[src/rtl/bus_pkg.sv]
// ============================================================================
// Module  : bus_pkg
// Brief   : Shared types and constants for the two-master bus arbiter.
// Revision: 1.0
// ============================================================================
`default_nettype none

package bus_pkg;

    localparam int DEF_DATA_W = 32;
    localparam int DEF_ADDR_W = 16;

    // Grant state; the encoding doubles as the index of the owning master.
    typedef enum logic [0:0] {
        M0_GRANT = 1'b0,
        M1_GRANT = 1'b1
    } arb_state_t;

    // Registered decoder select codes, ordered {s0_sel, s1_sel}.
    localparam logic [1:0] SEL_S0   = 2'b10;
    localparam logic [1:0] SEL_S1   = 2'b01;
    localparam logic [1:0] SEL_NONE = 2'b00;

endpackage

`default_nettype wire

[src/rtl/bus_arbit_if.sv]
// ============================================================================
// Module  : bus_arbit_if
// Brief   : Master, shared-bus and slave-return signals around the arbiter.
// Revision: 1.0
// ============================================================================
`default_nettype none

interface bus_arbit_if #(
    parameter int DATA_W = bus_pkg::DEF_DATA_W,
    parameter int ADDR_W = bus_pkg::DEF_ADDR_W
);

    logic              m0_req;
    logic              m1_req;
    logic              m0_wr;
    logic              m1_wr;
    logic [ADDR_W-1:0] m0_addr;
    logic [ADDR_W-1:0] m1_addr;
    logic [DATA_W-1:0] m0_dout;
    logic [DATA_W-1:0] m1_dout;
    logic              m0_grant;
    logic              m1_grant;

    logic              m_req;
    logic              m_wr;
    logic [ADDR_W-1:0] m_addr;
    logic [DATA_W-1:0] m_dout;

    logic              s0_sel;
    logic              s1_sel;
    logic [DATA_W-1:0] s0_dout;
    logic [DATA_W-1:0] s1_dout;
    logic [DATA_W-1:0] m_din;

    // slave: the arbiter, serving both masters; master: the surrounding system.
    modport slave (
        input  m0_req, m1_req, m0_wr, m1_wr, m0_addr, m1_addr, m0_dout, m1_dout,
        input  s0_sel, s1_sel, s0_dout, s1_dout,
        output m0_grant, m1_grant, m_req, m_wr, m_addr, m_dout, m_din
    );

    modport master (
        output m0_req, m1_req, m0_wr, m1_wr, m0_addr, m1_addr, m0_dout, m1_dout,
        output s0_sel, s1_sel, s0_dout, s1_dout,
        input  m0_grant, m1_grant, m_req, m_wr, m_addr, m_dout, m_din
    );

endinterface

`default_nettype wire

[src/rtl/bus_arb_fsm.sv]
// ============================================================================
// Module  : bus_arb_fsm
// Brief   : Two-master grant FSM; optional hold-limit counter under
//           BUS_ARB_TIMEOUT_EN.
// Revision: 1.0
// ============================================================================
`default_nettype none

module bus_arb_fsm
    import bus_pkg::*;
#(
    parameter int MAX_HOLD = 16
) (
    input  wire logic clk,
    input  wire logic reset,
    input  wire logic m0_req_i,
    input  wire logic m1_req_i,
    output logic      m0_grant_o,
    output logic      m1_grant_o
);

    arb_state_t state_q;
    arb_state_t state_d;
    logic       w_own_req;
    logic       w_oth_req;
    logic       w_force;

    always_comb begin
        w_own_req = (state_q == M0_GRANT) ? m0_req_i : m1_req_i;
        w_oth_req = (state_q == M0_GRANT) ? m1_req_i : m0_req_i;
    end

`ifdef BUS_ARB_TIMEOUT_EN
    localparam int              c_CNT_W     = (MAX_HOLD > 1) ? $clog2(MAX_HOLD) : 1;
    localparam logic [c_CNT_W-1:0] c_HOLD_LAST = c_CNT_W'(MAX_HOLD - 1);

    logic [c_CNT_W-1:0] hold_q;
    logic [c_CNT_W-1:0] hold_d;

    always_comb begin
        w_force = w_own_req && w_oth_req && (hold_q == c_HOLD_LAST);
    end

    // Only contended cycles count; any handover or idle competitor restarts it.
    always_comb begin
        hold_d = hold_q;
        if ((state_d != state_q) || !w_oth_req) begin
            hold_d = '0;
        end else if (w_own_req) begin
            hold_d = hold_q + 1'b1;
        end
    end

    always_ff @(posedge clk) begin
        if (reset) begin
            hold_q <= '0;
        end else begin
            hold_q <= hold_d;
        end
    end
`else
    logic w_unused_hold;

    always_comb begin
        w_force       = 1'b0;
        w_unused_hold = (MAX_HOLD == 0);
    end
`endif

    always_comb begin
        state_d = state_q;
        case (state_q)
            M0_GRANT: begin
                if ((!m0_req_i && m1_req_i) || w_force) begin
                    state_d = M1_GRANT;
                end
            end
            M1_GRANT: begin
                if (!m1_req_i || w_force) begin
                    state_d = M0_GRANT;
                end
            end
            default: begin
                state_d = M0_GRANT;
            end
        endcase
    end

    always_ff @(posedge clk) begin
        if (reset) begin
            state_q <= M0_GRANT;
        end else begin
            state_q <= state_d;
        end
    end

    always_comb begin
        m0_grant_o = (state_q == M0_GRANT);
        m1_grant_o = (state_q == M1_GRANT);
    end

endmodule

`default_nettype wire

[src/rtl/bus_arbit.sv]
// ============================================================================
// Module  : bus_arbit
// Brief   : Two-master bus arbiter with shared-bus mux and registered read
//           return; hold limit enabled by BUS_ARB_TIMEOUT_EN.
// Revision: 1.0
// ============================================================================
`default_nettype none

module bus_arbit
    import bus_pkg::*;
#(
    parameter int DATA_W   = DEF_DATA_W,
    parameter int ADDR_W   = DEF_ADDR_W,
    parameter int MAX_HOLD = 16
) (
    input  wire logic  clk,
    input  wire logic  reset,
    bus_arbit_if.slave bus
);

    logic              w_m0_grant;
    logic              w_m1_grant;
    logic              w_req;
    logic              w_wr;
    logic [ADDR_W-1:0] w_addr;
    logic [DATA_W-1:0] w_dout;
    logic [DATA_W-1:0] w_din;
    logic [1:0]        sel_q;
    logic [1:0]        sel_d;

    bus_arb_fsm #(
        .MAX_HOLD   (MAX_HOLD)
    ) u_fsm (
        .clk        (clk),
        .reset      (reset),
        .m0_req_i   (bus.m0_req),
        .m1_req_i   (bus.m1_req),
        .m0_grant_o (w_m0_grant),
        .m1_grant_o (w_m1_grant)
    );

    // Grant is registered, so the shared bus never glitches on request changes.
    always_comb begin
        w_req  = bus.m0_req;
        w_wr   = bus.m0_wr;
        w_addr = bus.m0_addr;
        w_dout = bus.m0_dout;
        if (w_m1_grant) begin
            w_req  = bus.m1_req;
            w_wr   = bus.m1_wr;
            w_addr = bus.m1_addr;
            w_dout = bus.m1_dout;
        end
    end

    always_comb begin
        sel_d = {bus.s0_sel, bus.s1_sel};
    end

    always_ff @(posedge clk) begin
        if (reset) begin
            sel_q <= SEL_NONE;
        end else begin
            sel_q <= sel_d;
        end
    end

    // Both-selected is a decoder fault and returns zero like an unmapped read.
    always_comb begin
        w_din = '0;
        case (sel_q)
            SEL_S0:  w_din = bus.s0_dout;
            SEL_S1:  w_din = bus.s1_dout;
            default: w_din = '0;
        endcase
    end

    assign bus.m0_grant = w_m0_grant;
    assign bus.m1_grant = w_m1_grant;
    assign bus.m_req    = w_req;
    assign bus.m_wr     = w_wr;
    assign bus.m_addr   = w_addr;
    assign bus.m_dout   = w_dout;
    assign bus.m_din    = w_din;

endmodule

`default_nettype wire

[src/flat_wrapper.sv]
// flat-port wrapper written by rule: the top's interface ports become plain ports
module bus_arbit_flat import bus_pkg::*;
#(
    parameter int DATA_W   = DEF_DATA_W,
    parameter int ADDR_W   = DEF_ADDR_W,
    parameter int MAX_HOLD = 16
)
  (clk, reset, bus_m0_req, bus_m1_req, bus_m0_wr, bus_m1_wr, bus_m0_addr, bus_m1_addr, bus_m0_dout, bus_m1_dout, bus_s0_sel, bus_s1_sel, bus_s0_dout, bus_s1_dout, bus_m0_grant, bus_m1_grant, bus_m_req, bus_m_wr, bus_m_addr, bus_m_dout, bus_m_din);
  bus_arbit_if #(.DATA_W(DATA_W), .ADDR_W(ADDR_W)) bus_i ();
  input  wire logic clk;
  input  wire logic reset;
  input wire logic [$bits(bus_i.m0_req)-1:0] bus_m0_req;
  input wire logic [$bits(bus_i.m1_req)-1:0] bus_m1_req;
  input wire logic [$bits(bus_i.m0_wr)-1:0] bus_m0_wr;
  input wire logic [$bits(bus_i.m1_wr)-1:0] bus_m1_wr;
  input wire logic [$bits(bus_i.m0_addr)-1:0] bus_m0_addr;
  input wire logic [$bits(bus_i.m1_addr)-1:0] bus_m1_addr;
  input wire logic [$bits(bus_i.m0_dout)-1:0] bus_m0_dout;
  input wire logic [$bits(bus_i.m1_dout)-1:0] bus_m1_dout;
  input wire logic [$bits(bus_i.s0_sel)-1:0] bus_s0_sel;
  input wire logic [$bits(bus_i.s1_sel)-1:0] bus_s1_sel;
  input wire logic [$bits(bus_i.s0_dout)-1:0] bus_s0_dout;
  input wire logic [$bits(bus_i.s1_dout)-1:0] bus_s1_dout;
  output wire logic [$bits(bus_i.m0_grant)-1:0] bus_m0_grant;
  output wire logic [$bits(bus_i.m1_grant)-1:0] bus_m1_grant;
  output wire logic [$bits(bus_i.m_req)-1:0] bus_m_req;
  output wire logic [$bits(bus_i.m_wr)-1:0] bus_m_wr;
  output wire logic [$bits(bus_i.m_addr)-1:0] bus_m_addr;
  output wire logic [$bits(bus_i.m_dout)-1:0] bus_m_dout;
  output wire logic [$bits(bus_i.m_din)-1:0] bus_m_din;
  assign bus_i.m0_req = bus_m0_req;
  assign bus_i.m1_req = bus_m1_req;
  assign bus_i.m0_wr = bus_m0_wr;
  assign bus_i.m1_wr = bus_m1_wr;
  assign bus_i.m0_addr = bus_m0_addr;
  assign bus_i.m1_addr = bus_m1_addr;
  assign bus_i.m0_dout = bus_m0_dout;
  assign bus_i.m1_dout = bus_m1_dout;
  assign bus_i.s0_sel = bus_s0_sel;
  assign bus_i.s1_sel = bus_s1_sel;
  assign bus_i.s0_dout = bus_s0_dout;
  assign bus_i.s1_dout = bus_s1_dout;
  assign bus_m0_grant = bus_i.m0_grant;
  assign bus_m1_grant = bus_i.m1_grant;
  assign bus_m_req = bus_i.m_req;
  assign bus_m_wr = bus_i.m_wr;
  assign bus_m_addr = bus_i.m_addr;
  assign bus_m_dout = bus_i.m_dout;
  assign bus_m_din = bus_i.m_din;
  bus_arbit #(.DATA_W(DATA_W), .ADDR_W(ADDR_W), .MAX_HOLD(MAX_HOLD)) u_core (.clk(clk), .reset(reset), .bus(bus_i));
endmodule
[config.mk]
export PLATFORM = sky130hd
export DESIGN_NAME = bus_arbit_flat
export DESIGN_NICKNAME = d
export VERILOG_FILES = /design/src/rtl/bus_pkg.sv /design/src/rtl/bus_arbit_if.sv /design/src/rtl/bus_arb_fsm.sv /design/src/rtl/bus_arbit.sv /design/src/flat_wrapper.sv
export SDC_FILE = /design/constraint.sdc
export NUM_CORES = 1
export LEC_CHECK = 0
export BUFFER_PORTS_ARGS = -buffer_cell sky130_fd_sc_hd__buf_2
export CORE_AREA = 4 4 96 98
export DETAILED_ROUTE_END_ITERATION = 12
export DIE_AREA = 0 0 100 102
export GPL_TIMING_DRIVEN = 0
export PLACE_DENSITY = 0.59
export SLEW_MARGIN = 15
export SYNTH_ARGS = -nofsm -noshare
export SYNTH_HDL_FRONTEND = slang
export SYNTH_HIERARCHICAL = 1
export SYNTH_SLANG_ARGS = --single-unit
[constraint.sdc]
create_clock -name clk -period 1.5 [get_ports clk]
set_input_delay 0.075 -clock clk [delete_from_list [all_inputs] [get_ports clk]]
set_output_delay 0.075 -clock clk [all_outputs]
set_load 0.005 [all_outputs]
==> results of run 1 <==
## final cells by class
type	instances	area, um2	area share [%]
repair buffers	251	1260	42.5
clock buffers	4	45.0	1.53
well taps	108	135	4.58
multi-input cells	119	1260	42.5
inverters	4	15.0	0.508
plain buffers	15	181	6.14
flip-flops and latches	3	63.8	2.16
## sequential cells by signal, indices dropped and copies added (netlist names)
signal / flops
u_core/sel_q: 2
u_core/u_fsm/m1_grant_o: 1
## power by group
part | total [mW] | internal (mW) | leakage, nW | switching, mW
Sequential | 0.0901 | 0.0856 | 0.0258 | 0.00456
Clock | 0.232 | 0.181 | 0.0228 | 0.0510
Combinational | 0.793 | 0.491 | 1.62 | 0.302
## layout by cell type (no fill, tap or decap)
cell type and n:
a211oi_2 1, a22oi_1 19, a22oi_2 13, buf_12 5, buf_2 252, buf_4 3
buf_6 3, clkbuf_1 1, clkbuf_2 1, clkbuf_4 2, clkbuf_8 3, dfxtp_2 3
ha_4 2, inv_1 3, inv_2 1, mux2_4 50, nor2_1 30, nor2_2 2
nor2b_1 2
## layer usage
metal / global-route usage [%] / up-vias / wire length (um)
met3: 2.12 / 0 / 814
li1: - / 1034 / -
met5: 0 / - / 0
met4: 1.24 / 0 / 0
met1: 13.0 / 946 / 2410
met2: 21.7 / 134 / 3560
## synth_stat cells
cell type   n
a22oi_1    32
buf_2       6
mux2_4     50
nor2_1     32
ha_1        2
inv_2       1
dfxtp_1     3
nor2b_1     2
buf_6       1
a211oi_2    1
buf_12      5
inv_1       3
clkbuf_1    3
## timing repair
item,in CTS,in global routing
resized for setup,9,29
cloned,0,0
endpoints found under the setup margin,31,36
pin swaps,0,0
## worst min-delay path by stage
stage	slack, ns	to	from	cells after the start
3_3_place_gp	0.28	u_core/u_fsm/m1_grant_o	bus_m0_req	2
3_5_place_dp	0.29	u_core/u_fsm/m1_grant_o	reset	2
6_report	0.06	u_core/u_fsm/m1_grant_o	reset	2
2_1_floorplan	0.15	u_core/sel_q[0]	reset	1
4_1_cts	0.06	u_core/sel_q[1]	reset	2
5_1_grt	0.07	u_core/sel_q[1]	bus_s0_sel	2
## logic make-up after synthesis
logic type               after synthesis  synth area share [%]
buffers and inverters                 19                  12.1
adder cells (fa/ha/maj)                2                  1.80
multiplexers                          50                  54.1
flip-flops                             3                  4.32
AO/OA/AOI/OAI                         33                  18.2
AND/OR/NAND/NOR                       34                  9.55
## critical path, delay by kind of cell (launching register included)
family	cells	cell delay (ns)
buf+inv	3	0.39
fa+ha+maj	1	0.26
simple gates	1	0.15
flops	1	0.35
==> impl_metrics.tcl, run 1 <==
set metrics [dict create \
    status "finished clean" \
    syn_nets 311 \
    stdcell_area_mm2 0.00295 \
    route.detailed.wl_per_inst_um 13.5 \
    place_hpwl_um 6010 \
    synth_cell_types 13 \
    rr_startpoint "u_core/u_fsm/m1_grant_o" \
    clock_latency_ns 0.21 \
    hold_slack_ns 0.0567 \
    skew_ns 0 \
    via_per_inst 4.19 \
    pin_count 252 \
    arrival_ns 1.36 \
    numCtsBuffers 3 \
    initial_core_util_pct 16.4 \
    placed_area_mm2 0.00278 \
    slowest_stage "dfxtp_2" \
    worst-setup-path-type "reg2out" \
    ys_seq_elements 3 \
    firstDrtPassIters 4 \
    ys_seq_area_share_pct 4.32 \
    syn_to_final_growth_pct 113 \
    critical_path.endpoint "bus_m_din[22]" \
    fillers 899 \
    clock_path_buffers 2 \
    path_cells "inv_1 -> ha_4 -> clkbuf_4 -> nor2_2 -> buf_2" \
    report.final.slew_viol_count 0 \
    yosys_warnings 6 \
    postLayoutCoreUtil_pct 34.9 \
    rows 34 \
    finalWirelength_um 6790 \
    synth.avg_cell_area_um2 9.85 \
    htree_levels 1 \
    cts_root_buffer "clkbuf_8" \
    cts_tree "built" \
    clk_pin_slew_ns 0.03 \
    cts_hold_buf 0 \
    cp_slowest_stage_delay_ns 0.35 \
    rrSetupSlack_ns 0.89 \
    synthTopCellsByArea "mux2_4, a22oi_1, nor2_1" \
    gp_congestion 0.768 \
    hold_viol_final 0 \
    p_leak_nw 1.67 \
    grt_max_degree 11 \
    nNetsFinal 567 \
    n_antenna_cell 0 \
    fin_crit_sh_pct 95.7 \
    cts_sinks 3 \
    grt_use_total_pct 11.2 \
    tns_ns 0 \
    fin_cells 504 \
    drtAntennaViolNets 0 \
    ir_drop_uv 276 \
    fin_ws_ns 0.0640 \
    synth_top_area_share_pct 54.1 \
    die_area_mm2 0.0102 \
    dpl_worst_slack_ns 0.00198 \
    tightest_slew_ns 0.195 \
    cap_violations 0 \
    cp-start-kind "register" \
    period_needed_ns 1.44 \
    rr_worst_depth 2 \
    hold_class "in2reg" \
    antenna_found_initial 0 \
    finalSetupViolCount 0 \
    synth_area_leader_cell "mux2_4" \
    die_x_um 100 \
    drt_iter0_drc 36 \
    p_total_mw 1.12 \
    synth_area_mm2 0.00139 \
    grt_overflow 0 \
    crit_fanout 10 \
    dieHeight_um 102 \
    via_count 2114 \
    dpl.cell_count 500 \
    required_ns 1.42 \
    core_mm2 0.00847 \
    maxSlewHeadroom_pct 87.0 \
    grt_pass1_wl_um 9380 \
    end_kind "output pin" \
    grt_pass1_vias 1972 \
    rsz0062_at_grt "false" \
    startpoint "u_core/sel_q[0]" \
    r2r_end "u_core/u_fsm/m1_grant_o" \
    remaining_drc_errors 0 \
    fmax_mhz 696 \
    drive_above_1_share_pct 86.1 \
    powerDensity_mw_per_mm2 378 \
    io_buffers 251 \
    syn_inst 141 \
    post_cts_buffers 0 \
]
No activity file was read; power rests on OpenSTA's default activity.
==> run 2, diff against run 1 <==
--- a/config.mk
+++ b/config.mk
@@ -5,12 +5,14 @@
 export SDC_FILE = /design/constraint.sdc
 export NUM_CORES = 1
 export LEC_CHECK = 0
+export ABC_AREA = 1
 export BUFFER_PORTS_ARGS = -buffer_cell sky130_fd_sc_hd__buf_2
 export CORE_AREA = 4 4 96 98
 export DETAILED_ROUTE_END_ITERATION = 12
 export DIE_AREA = 0 0 100 102
 export GPL_TIMING_DRIVEN = 0
 export PLACE_DENSITY = 0.59
+export REMOVE_ABC_BUFFERS = 1
 export SLEW_MARGIN = 15
 export SYNTH_ARGS = -nofsm -noshare
 export SYNTH_HDL_FRONTEND = slang
==> impl_metrics.tcl, run 2 <==
set metrics [dict create \
    final_common_cell "buf_2" \
    comb_power_share_pct 69.0 \
    syn_inst 283 \
    remaining_drc_errors 0 \
    route.detailed.wl_per_inst_um 12.6 \
    maxSlewHeadroom_pct 80.5 \
    synth_area_mm2 0.00141 \
    ir_drop_uv 197 \
    die_area_mm2 0.0102 \
    synth_area_leader_cell "nand2_1" \
    via_per_inst 4.06 \
    synth_cell_types 13 \
    arrival_ns 1.32 \
    internal_power_uw 650 \
    synthTopCellsByArea "nand2_1, a21oi_2, inv_1" \
    finalSetupViolCount 0 \
    grt_pass1_wl_um 10700 \
    yosys-top-cells-count "nand2_1, inv_1, a21oi_2" \
    synthArstFlopShare_pct 0 \
    finalWirelength_um 7990 \
    required_ns 1.42 \
    skew_ns 0 \
    largest_reg_flops 2 \
    place_hpwl_um 6290 \
    grt_pass1_vias 2281 \
    synth_top_area_share_pct 30.6 \
    final_cell_mix "buf_2, nand2_1, inv_1, a21oi_2" \
    cts_tree "built" \
    synth-edff-count 0 \
    cts_hold_buf 0 \
    cp_slowest_stage_delay_ns 0.34 \
    dieHeight_um 102 \
    period_needed_ns 1.40 \
    tightest_slew_ns 0.292 \
    htree_levels 1 \
    clock_path_buffers 2 \
    rsz0062_at_grt "false" \
    numCtsBuffers 3 \
    clock_latency_ns 0.21 \
    p_total_mw 1.06 \
    path_cells "inv_1 -> ha_4 -> buf_12 -> a21oi_2 -> buf_2" \
    synth.avg_cell_area_um2 4.98 \
    synth_flop_cell "dfxtp_1" \
    drt_iter0_drc 38 \
    pin_count 252 \
    p_leak_nw 1.69 \
    tns_ns 0 \
    rows 34 \
    drive_above_1_share_pct 56.3 \
    cp-start-kind "register" \
    hold_viol_final 0 \
    core_mm2 0.00847 \
    fin_crit_sh_pct 93.2 \
    io_buffers 251 \
    firstDrtPassIters 4 \
    final-seq-area_um2 65.1 \
    worst-setup-path-type "reg2out" \
    p_sw_uw 411 \
    n_antenna_cell 0 \
    seq_power_share_pct 9.2 \
    status "finished clean" \
    syn_to_final_growth_pct 105 \
    slowest_stage "dfxtp_2" \
    via_count 2582 \
    grt_max_degree 52 \
    ys_seq_area_share_pct 4.26 \
    switching_share_pct 38.8 \
    gp_congestion 0.774 \
    powerDensity_mw_per_mm2 367 \
    synth_most_common_cell "nand2_1" \
    hold_slack_ns 0.0457 \
    clk_pin_slew_ns 0.03 \
    grt_overflow 0 \
    fmax_mhz 716 \
    fillers 949 \
    nNetsFinal 699 \
    yosys_warnings 6 \
    multi_input_area_mm2 0.00102 \
    end_kind "output pin" \
    cap_violations 0 \
    top_register "u_core/sel_q" \
    cts_sinks 3 \
    report.final.slew_viol_count 0 \
    die_x_um 100 \
    pwr-share-clk_pct 21.9 \
    hold_class "in2reg" \
    antenna_found_initial 0 \
    initial_core_util_pct 16.7 \
    grt_use_total_pct 13.0 \
    drtAntennaViolNets 0 \
    cts_root_buffer "clkbuf_8" \
    crit_fanout 14 \
    ys_seq_elements 3 \
]
==> run 2: cell count changes after synthesis, sizes merged, moves of 32 or more <==
| cell | before | now |
|---|---|---|
| nand2 | 0 | 115 |
| a22oi | 32 | 0 |
| o21ai | 0 | 50 |
| a21oi | 0 | 32 |
| mux2 | 50 | 0 |
| inv | 4 | 56 |
==> run 2: cells by family (layout without fill, tap and decap cells) <==
family                   count (synthesis)  after routing  share of synthesized area (%)
AND/OR/NAND/NOR                        119            119                           31.7
AO/OA/AOI/OAI                           82             82                           36.8
buffers and inverters                   77            322                           25.5
flip-flops                               3              3                           4.26
adder cells (fa/ha/maj)                  2              2                           1.77
==> run 2: path summary, 6_finish.rpt <==
kind / cells after the start / slack [ns] / to / startpoint
min: 2 / 0.05 / u_core/sel_q[0] / reset
min reg2reg: 3 / 0.83 / u_core/u_fsm/m1_grant_o / u_core/u_fsm/m1_grant_o
max: 5 / 0.10 / bus_m_din[16] / u_core/sel_q[0]
max reg2reg: 3 / 0.51 / u_core/u_fsm/m1_grant_o / u_core/u_fsm/m1_grant_o
==> run 2: final cells by class <==
class                   instances  area share [%]
flip-flops and latches          3            2.25
clock buffers                   4            1.56
inverters                      57            7.40
multi-input cells             203            35.1
well taps                     108            4.67
repair buffers                261            49.0
==> run 2: worst max-delay path, delay by kind of cell, from the launching register on <==
family                   cells  cell delay [ns]
adder cells (fa/ha/maj)      1             0.25
buffers and inverters        3             0.38
flip-flops                   1             0.34
AO/OA/AOI/OAI                1             0.13
==> run 2: stage by stage <==
stage | area (um2) | cells | worst slack [ns] | util, %
after floorplan | 1260 | 263 | -0.718 | -
after global placement | 2660 | 622 | -1.42 | 31.4
after detailed placement | 2680 | 623 | -0.294 | 31.7
after CTS | 2830 | 631 | -0.0103 | 33.4
after global routing | 2890 | 636 | 0.00675 | 34.2
final | 2890 | 636 | 0.102 | 34.2
==> run 2: power by group through the flow <==
stage	clock network, mW	registers (mW)	logic, mW
after global placement	0	0.115	0.637
after CTS	0.238	0.0974	0.723
final	0.232	0.0973	0.732
after global routing	0.244	0.0989	0.811
after floorplan	0	0.109	0.239
after detailed placement	0	0.116	0.651
==> run 2: what timing repair did <==
action                                  CTS  global route
gates resized for setup                   4             1
setup buffers                             3             5
pin swaps                                 1             0
endpoints found under the setup margin   82            32
gates cloned                              1             0
==> run 2: metal layers <==
metal  up-vias  track usage, %  wire (um)
li1       1346               -          -
met1      1080            13.7       2900
met2       154            25.7       4050
met3         2            3.89       1020
met4         0            2.18         21
met5         -               0          0
==> run 3, diff against run 2 <==
==> constraint.sdc (replaced) <==
create_clock -name clk -period 1.7 [get_ports clk]
set_input_delay 0.085 -clock clk [delete_from_list [all_inputs] [get_ports clk]]
set_output_delay 0.085 -clock clk [all_outputs]
set_load 0.005 [all_outputs]
==> impl_metrics.tcl, run 3 (synthesis gave the netlist of run 2 again) <==
set metrics [dict create \
    path_cells "buf_12 -> nand2_1 -> o21ai_1 -> buf_2" \
    cap_violations 0 \
    final-seq-area_um2 63.8 \
    cp-start-kind "register" \
    grt_use_total_pct 11.8 \
    gp_congestion 0.774 \
    hold_class "in2reg" \
    crit_fanout 53 \
    skew_ns 0 \
    rows 34 \
    io_buffers 251 \
    drtAntennaViolNets 0 \
    required_ns 1.62 \
    finalWirelength_um 7330 \
    cts_tree "built" \
    cts_sinks 3 \
    cp_slowest_stage_delay_ns 0.63 \
    via_count 2497 \
    cts_root_buffer "clkbuf_8" \
    arrival_ns 1.46 \
    top_register "u_core/sel_q" \
    pin_count 252 \
    firstDrtPassIters 3 \
    fin_crit_sh_pct 90.7 \
    syn_to_final_growth_pct 96.5 \
    largest_reg_flops 2 \
    numCtsBuffers 3 \
    final_common_cell "buf_2" \
    worstHoldPathCells 2 \
    slowest_stage "dfxtp_4" \
    report.final.slew_viol_count 0 \
    final_cell_mix "buf_2, nand2_1, inv_1, a21oi_2" \
    multi_input_area_mm2 0.00102 \
    hold_slack_ns 0.0624 \
    holdCritStartpoint "reset" \
    grt_pass1_wl_um 9870 \
    p_leak_nw 1.63 \
    clock_path_buffers 2 \
    powerDensity_mw_per_mm2 319 \
    finalSetupViolCount 0 \
    fillers 955 \
    drive_above_1_share_pct 55.4 \
    r2r_end "u_core/u_fsm/m1_grant_o" \
    initial_core_util_pct 16.7 \
    rrSetupSlack_ns 0.57 \
    htree_levels 1 \
    clk_pin_slew_ns 0.03 \
    min_delay_worst_endpoint "u_core/sel_q[0]" \
    remaining_drc_errors 0 \
    antenna_found_initial 0 \
    hold_viol_final 0 \
    grt_overflow 0 \
    ir_drop_uv 178 \
    grt_pass1_vias 2157 \
    route.detailed.wl_per_inst_um 11.7 \
    die_x_um 100 \
    n_antenna_cell 0 \
    tightest_slew_ns 0.483 \
    end_kind "output pin" \
    rr_worst_depth 3 \
    core_mm2 0.00847 \
    rr_startpoint "u_core/u_fsm/m1_grant_o" \
    via_per_inst 3.98 \
    fin_cells 628 \
    die_area_mm2 0.0102 \
    dieHeight_um 102 \
    rsz0062_at_grt "false" \
    status "finished clean" \
    period_needed_ns 1.54 \
    cts_hold_buf 0 \
    clock_latency_ns 0.21 \
    drt_iter0_drc 26 \
    grt_max_degree 104 \
    maxSlewHeadroom_pct 67.8 \
    nNetsFinal 691 \
    worst-setup-path-type "reg2out" \
    dpl.cell_count 623 \
    place_hpwl_um 6290 \
    fmax_mhz 649 \
]
## run 3: cell count changes in the layout (fill, tap and decap cells not counted)
cell and change:
buf_16 -1, buf_6 -2, buf_4 -2, dfxtp_2 -1
dfxtp_1 +1, buf_12 -2, buf_8 -1
## run 3: worst max path at each step
stage | startpoint | end | slack (ns) | depth (start not counted)
after floorplan | u_core/u_fsm/m1_grant_o | bus_m_addr[0] | -0.53 | 1
after global placement | u_core/u_fsm/m1_grant_o | bus_m_addr[2] | -1.23 | 2
after detailed placement | u_core/sel_q[1] | bus_m_din[16] | -0.10 | 5
after CTS | u_core/u_fsm/m1_grant_o | bus_m_addr[2] | 0.02 | 2
after global routing | u_core/u_fsm/m1_grant_o | bus_m_dout[25] | 0.03 | 4
final | u_core/u_fsm/m1_grant_o | bus_m_dout[10] | 0.16 | 4
## run 3: layout make-up
cell class | instances | area share (%)
Clock buffer | 4 | 1.63
Timing Repair Buffer | 253 | 46.8
Tap cell | 108 | 4.88
Sequential cell | 3 | 2.30
Multi-Input combinational cell | 203 | 36.7
Inverter | 57 | 7.72
## run 3: layer usage
metal	GRT usage (%)	vias to the layer above	routed length [um]
met1	12.7	1018	2620
met3	3.96	4	1010
met2	22.4	147	3650
met5	0	-	0
met4	2.69	0	55
li1	-	1328	-
## run 3: metrics by stage
stage	utilization, %	instance area, um2	setup WS (ns)	total power, mW	setup TNS, ns
2_1_floorplan	-	1260	-0.528	0.307	-24.49
3_3_place_gp	31.4	2660	-1.23	0.663	-62.55
3_5_place_dp	31.7	2680	-0.104	0.677	-1.03
4_1_cts	32.5	2750	0.0178	0.895	0
5_1_grt	32.7	2770	0.0275	0.966	0
6_report	32.7	2770	0.158	0.885	0
## run 3: power by group
part / leakage [nW] / total, mW / switching [mW] / internal, mW
clock: 0.0228 / 0.205 / 0.0449 / 0.160
sequential: 0.0256 / 0.0911 / 0.0171 / 0.0740
combinational: 1.59 / 0.589 / 0.281 / 0.308
total: 1.63 / 0.885 / 0.343 / 0.541
## run 3: what timing repair did
action	in CTS	in global routing
pin swaps	0	0
resized for setup	3	0
endpoints found under the setup margin	32	44
setup buffers	0	1
## run 3: worst max-delay path: cells and delay by family (launching register included)
| kind | cells | cell delay [ns] |
|---|---|---|
| AND/OR/NAND/NOR | 1 | 0.07 |
| buffers and inverters | 2 | 0.41 |
| AO/OA/AOI/OAI | 1 | 0.09 |
| flip-flops | 1 | 0.63 |
